File: src/rtl/line_clear_if.sv
// Handshake and row-port bundle between the line-clear controller, the game FSM
// and the board row array.
interface line_clear_if #(
    parameter int WIDTH = 8,
    parameter int YSIZE = 3,
    parameter int CNTW  = 8
);
    logic             start;
    logic             clearTotal;
    logic [WIDTH-1:0] rowData;
    logic [YSIZE-1:0] rowSel;
    logic [YSIZE-1:0] destroyRow;
    logic             shiftEn;
    logic             busy;
    logic             done;
    logic [YSIZE:0]   linesCleared;
    logic [CNTW-1:0]  totalLines;

    modport master (
        output start, clearTotal, rowData,
        input  rowSel, destroyRow, shiftEn, busy, done, linesCleared, totalLines
    );

    modport slave (
        input  start, clearTotal, rowData,
        output rowSel, destroyRow, shiftEn, busy, done, linesCleared, totalLines
    );
endinterface

File: src/rtl/line_clear_ctrl.sv
// Row-collapse sequencer: scans board rows bottom-up, strobes a one-row collapse for
// every full row, and reports per-pass and saturating running line counts.
module line_clear_ctrl #(
    parameter int WIDTH  = 8,
    parameter int HEIGHT = 8,
    parameter int YSIZE  = 3,
    parameter int CNTW   = 8
) (
    input logic       clk,
    input logic       rst_n,
    line_clear_if.slave bus
);

    typedef enum logic [2:0] {
        IDLE   = 3'd0,
        SCAN   = 3'd1,
        SHIFT  = 3'd2,
        SETTLE = 3'd3,
        DONE   = 3'd4
    } state_t;

    localparam logic [YSIZE-1:0] LAST_ROW  = YSIZE'(HEIGHT - 1);
    localparam logic [YSIZE:0]   ALL_ROWS  = (YSIZE + 1)'(HEIGHT);
    localparam logic [YSIZE-1:0] ROW_ONE   = YSIZE'(1);
    localparam logic [YSIZE:0]   LINE_ONE  = (YSIZE + 1)'(1);
    localparam logic [CNTW-1:0]  TOTAL_ONE = CNTW'(1);
    localparam logic [CNTW-1:0]  TOTAL_MAX = {CNTW{1'b1}};

    state_t           state_r;
    logic [YSIZE-1:0] row_sel_r;
    logic [YSIZE-1:0] destroy_row_r;
    logic [YSIZE:0]   lines_r;
    logic [CNTW-1:0]  total_r;
    logic             shift_en_r;
    logic             busy_r;
    logic             done_r;

    logic [WIDTH-1:0] row_data_s;
    logic             row_full_s;

    assign row_data_s = bus.rowData;
    assign row_full_s = &row_data_s;

    // Pass sequencer; every output is a register updated on the state transition.
    always_ff @(posedge clk or negedge rst_n) begin
        if (!rst_n) begin
            state_r       <= IDLE;
            row_sel_r     <= '0;
            destroy_row_r <= '0;
            lines_r       <= '0;
            total_r       <= '0;
            shift_en_r    <= 1'b0;
            busy_r        <= 1'b0;
            done_r        <= 1'b0;
        end else begin
            case (state_r)
                IDLE: begin
                    shift_en_r <= 1'b0;
                    done_r     <= 1'b0;
                    if (bus.clearTotal) begin
                        total_r <= '0;
                    end else begin
                        total_r <= total_r;
                    end
                    if (bus.start) begin
                        row_sel_r <= '0;
                        lines_r   <= '0;
                        busy_r    <= 1'b1;
                        state_r   <= SCAN;
                    end else begin
                        busy_r  <= 1'b0;
                        state_r <= IDLE;
                    end
                end
                SCAN: begin
                    if (row_full_s) begin
                        destroy_row_r <= row_sel_r;
                        shift_en_r    <= 1'b1;
                        state_r       <= SHIFT;
                    end else if (row_sel_r == LAST_ROW) begin
                        done_r  <= 1'b1;
                        state_r <= DONE;
                    end else begin
                        row_sel_r <= row_sel_r + ROW_ONE;
                        state_r   <= SCAN;
                    end
                end
                SHIFT: begin
                    shift_en_r <= 1'b0;
                    lines_r    <= lines_r + LINE_ONE;
                    if (total_r == TOTAL_MAX) begin
                        total_r <= TOTAL_MAX;
                    end else begin
                        total_r <= total_r + TOTAL_ONE;
                    end
                    state_r <= SETTLE;
                end
                SETTLE: begin
                    // The row above has dropped into row_sel_r, so it is rescanned as-is.
                    if (lines_r == ALL_ROWS) begin
                        done_r  <= 1'b1;
                        state_r <= DONE;
                    end else begin
                        state_r <= SCAN;
                    end
                end
                DONE: begin
                    done_r  <= 1'b0;
                    busy_r  <= 1'b0;
                    state_r <= IDLE;
                end
                default: begin
                    shift_en_r <= 1'b0;
                    done_r     <= 1'b0;
                    busy_r     <= 1'b0;
                    state_r    <= IDLE;
                end
            endcase
        end
    end

    assign bus.rowSel       = row_sel_r;
    assign bus.destroyRow   = destroy_row_r;
    assign bus.shiftEn      = shift_en_r;
    assign bus.busy         = busy_r;
    assign bus.done         = done_r;
    assign bus.linesCleared = lines_r;
    assign bus.totalLines   = total_r;

endmodule

File: src/flat_wrapper.sv
// flat-port wrapper written by rule: the top's interface ports become plain ports
module line_clear_ctrl_flat 
#(
    parameter int WIDTH  = 8,
    parameter int HEIGHT = 8,
    parameter int YSIZE  = 3,
    parameter int CNTW   = 8
)
  (clk, rst_n, bus_start, bus_clearTotal, bus_rowData, bus_rowSel, bus_destroyRow, bus_shiftEn, bus_busy, bus_done, bus_linesCleared, bus_totalLines);
  line_clear_if #(.WIDTH(WIDTH), .YSIZE(YSIZE), .CNTW(CNTW)) bus_i ();
  input logic clk;
  input logic rst_n;
  input wire logic [$bits(bus_i.start)-1:0] bus_start;
  input wire logic [$bits(bus_i.clearTotal)-1:0] bus_clearTotal;
  input wire logic [$bits(bus_i.rowData)-1:0] bus_rowData;
  output wire logic [$bits(bus_i.rowSel)-1:0] bus_rowSel;
  output wire logic [$bits(bus_i.destroyRow)-1:0] bus_destroyRow;
  output wire logic [$bits(bus_i.shiftEn)-1:0] bus_shiftEn;
  output wire logic [$bits(bus_i.busy)-1:0] bus_busy;
  output wire logic [$bits(bus_i.done)-1:0] bus_done;
  output wire logic [$bits(bus_i.linesCleared)-1:0] bus_linesCleared;
  output wire logic [$bits(bus_i.totalLines)-1:0] bus_totalLines;
  assign bus_i.start = bus_start;
  assign bus_i.clearTotal = bus_clearTotal;
  assign bus_i.rowData = bus_rowData;
  assign bus_rowSel = bus_i.rowSel;
  assign bus_destroyRow = bus_i.destroyRow;
  assign bus_shiftEn = bus_i.shiftEn;
  assign bus_busy = bus_i.busy;
  assign bus_done = bus_i.done;
  assign bus_linesCleared = bus_i.linesCleared;
  assign bus_totalLines = bus_i.totalLines;
  line_clear_ctrl #(.WIDTH(WIDTH), .HEIGHT(HEIGHT), .YSIZE(YSIZE), .CNTW(CNTW)) u_core (.clk(clk), .rst_n(rst_n), .bus(bus_i));
endmodule
File: config.mk
export PLATFORM = sky130hd
export DESIGN_NAME = line_clear_ctrl_flat
export DESIGN_NICKNAME = d
export VERILOG_FILES = /design/src/rtl/line_clear_if.sv /design/src/rtl/line_clear_ctrl.sv /design/src/flat_wrapper.sv
export SDC_FILE = /design/constraint.sdc
export NUM_CORES = 1
export LEC_CHECK = 0
export BUFFER_PORTS_ARGS = -buffer_cell sky130_fd_sc_hd__buf_4
export CAP_MARGIN = 20
export CORE_ASPECT_RATIO = 0.5
export CORE_MARGIN = 1
export CORE_UTILIZATION = 40
export DETAILED_ROUTE_END_ITERATION = 16
export PLACE_DENSITY_LB_ADDON = 0.1
export SYNTH_ARGS = -nofsm -noshare
export SYNTH_HDL_FRONTEND = slang
export SYNTH_SLANG_ARGS = --single-unit
File: constraint.sdc
create_clock -name clk -period 1.65 [get_ports clk]
set_input_delay 0.165 -clock clk [delete_from_list [all_inputs] [get_ports clk]]
set_output_delay 0.165 -clock clk [all_outputs]
set_load 0.05 [all_outputs]
==> run summary <==
CORE AREA: 0.00303 mm^2
CTS buffer count: 3
Hold Buf Count CTS: 1
Unrepaired setup endpoints after global routing: no
Yosys warns: 0
Slowest stage delay, CP: 0.47 ns
Global-route wire length before repair: 4.45 mm
Required @ worst endpoint: 1.80 ns
Initial drt markers: 28
VDD IR max: 797 uV
Fin util: 54.6%
Top_reg_cell synth: dfrtp_1
H-tree levels: 1
CP max FO: 7
Clock root buffer: clkbuf_8
Status: completed
Clock skew: 0.00382 ns
Die Ht: 42.1 um
Inserted Diodes: 0
Wire per inst: 13.0 um
Setup violators final: 0
Most frequent cells after synthesis: dfrtp_1 (24), nand2_1 (18), o21ai_0 (14)
Critical path, cell by cell: or3b_4 > nor2_4 > mux2_2
Via count: 1080
Vias in the first global route: 939
Clock transition at path regs: 0.08 ns
Postcts setup bufs: 0
Fraction of registers with async set or reset after synthesis: 100%
Share of layout cells above drive strength 1: 32.0%
Worst path bufs/invs: 0
Avg Vias per Cell: 5.09
Setup TNS: 0 ns
Largest net degree at the start of global routing: 25
Slew Limit Fails: 0
Gpl congestion: 0.781
Fmax: 0.655 GHz
Nets: 191
Final WL: 2.77 mm
Post-synthesis register bit count: 24
Latest clock arrival within the worst-skew pair: 0.26 ns
Setup crit start kind: flip-flop
IO Count: 33
DRC viols: 0
Clk buf depth: 2
Syn nets: 149
Area Overhead vs Synth: 28.7%
GRT Util Overall: 17.5%
Port bufs: 32
Num rows: 14
Synth area leaders: dfrtp_1 (47%), o21ai_0 (5.5%), nand2_1 (5.3%), ha_1 (4.9%), nor2_1 (2.9%)
Slew @ Worst Pin: 0.351 ns
Syn Area/Cell: 9.73 um^2
Placed insts: 208
Critical path class: reg -> reg
Final Critical Period: 1.53 ns
Crit path max-delay cell type: or3b_4
Post-Syn Instances: 132
Chip Width: 82.2 um
Netlist Area Pre-Place: 0.00128 mm^2
Arr. time, crit path: 1.68 ns
CTS tree: built
Total gr overflow: 0
Rel. slew slack: 76.5%
Initial antenna violation count: 0
Top delay family on crit path: simple AND/OR/NAND/NOR gates
Power per Cell Area: 1210 mW/mm^2
Register area share after synthesis: 46.7%
Cell variety after synth: 35
Final worst-path cycle share: 92.5%
Yosys top cell area share: 46.7%
Post-synth EDFFs: 0
Final ANT Viol Nets: 0
Area after DPL: 0.00160 mm^2
Pleak: 0.831 nW
Fillers: 303
Cell taking the most area after synthesis: dfrtp_1
Initial Util: 42.4%
Post-CTS resize count: 0
CP Capture Type: flip-flop
Non-filler cells, final: 212
Max-Cap Viols: 0
Finished Cell Area: 0.00165 mm^2
DIE AREA: 0.00346 mm^2
Cell with the most instances after synthesis: dfrtp_1
Clock sinks: 24
Drt pass-1 iters: 4
DP HPWL: 2.01 mm
Final hold vios: 0
HP Class: in -> reg
==> layout by cell type (no fill, tap or decap), types with 3 or more instances in the layout <==
master / count
nand3_1: 5
nor2_1: 10
dfrtp_1: 24
mux2_2: 3
ha_1: 5
nand4_1: 3
nand2_1: 18
inv_1: 5
nand3b_1: 3
o21ai_0: 14
clkbuf_8: 3
mux2i_1: 3
buf_4: 40
nor3_1: 4
a21oi_1: 3
==> worst reg2reg max path: stages (launching register included) <==
cell	delay [ns]
dfrtp_1	0.45
or3b_4	0.47
nor2_4	0.15
mux2_2	0.35
==> metal layers <==
layer	global-route usage (%)	vias up	wire length [um]
met5	0	-	0
met4	5.26	0	19
met3	5.87	2	109
met2	26.0	25	1210
met1	24.2	506	1430
li1	-	547	-
==> path summary, 6_finish.rpt <==
path / cells after the start / slack, ns / startpoint / endpoint
min reg2reg: 1 / 0.49 / u_core.bus.shiftEn / u_core.bus.shiftEn
max reg2reg: 3 / 0.12 / u_core.state_r[1] / u_core.bus.destroyRow[2]
min in group asynchronous: 2 / 0.34 / rst_n / u_core.bus.shiftEn
max in group asynchronous: 2 / 1.07 / rst_n / u_core.bus.linesCleared[3]
min: 3 / 0.15 / bus_start / u_core.bus.busy
max: 3 / 0.12 / u_core.state_r[1] / u_core.bus.destroyRow[2]
==> report_power, final <==
part | leakage [nW] | switching [W] | total [W] | internal, W
clock network | 0.0216 | 0.000183 | 0.000346 | 0.000163
registers | 0.324 | 0.0000986 | 0.000781 | 0.000682
logic | 0.486 | 0.000546 | 0.000879 | 0.000333
==> sequential cells by signal (all words and copies together) (netlist names) <==
name	flops
u_core.bus.rowSel	3
u_core.bus.shiftEn	1
u_core.bus.linesCleared	4
u_core.bus.totalLines	8
u_core.bus.busy	1
u_core.bus.done	1
u_core.bus.destroyRow	3
u_core.state_r	3
==> through the flow <==
stage               setup slack, ns  hold slack, ns  power (W)
floorplan                    0.0233          -0.131    0.00141
global placement              0.184          0.0893    0.00166
global route                 0.0812           0.142    0.00215
detailed placement            0.136          0.0894    0.00167
finish                        0.123           0.151    0.00201
CTS                           0.117           0.146    0.00203
==> kinds of logic (layout without fill, tap and decap cells) <==
group | after synthesis | after routing | synth area share, %
adders and majority gates | 5 | 5 | 4.87
DFF | 24 | 24 | 46.7
AOI/OAI and AO/OA | 29 | 29 | 14.3
muxes | 6 | 6 | 4.97
buffers and inverters | 9 | 49 | 3.99
and+or+nand+nor | 59 | 59 | 25.1
==> cell type report <==
class	instances	area (um^2)	share of cell area [%]
sequential	24	601	36.3
multi-input combinational	99	633	38.3
clock buffer	3	41.3	2.50
timing repair buffer	41	310	18.8
tap	40	50.0	3.03
inverter	5	18.8	1.13
(Power assumes the default switching activity.)
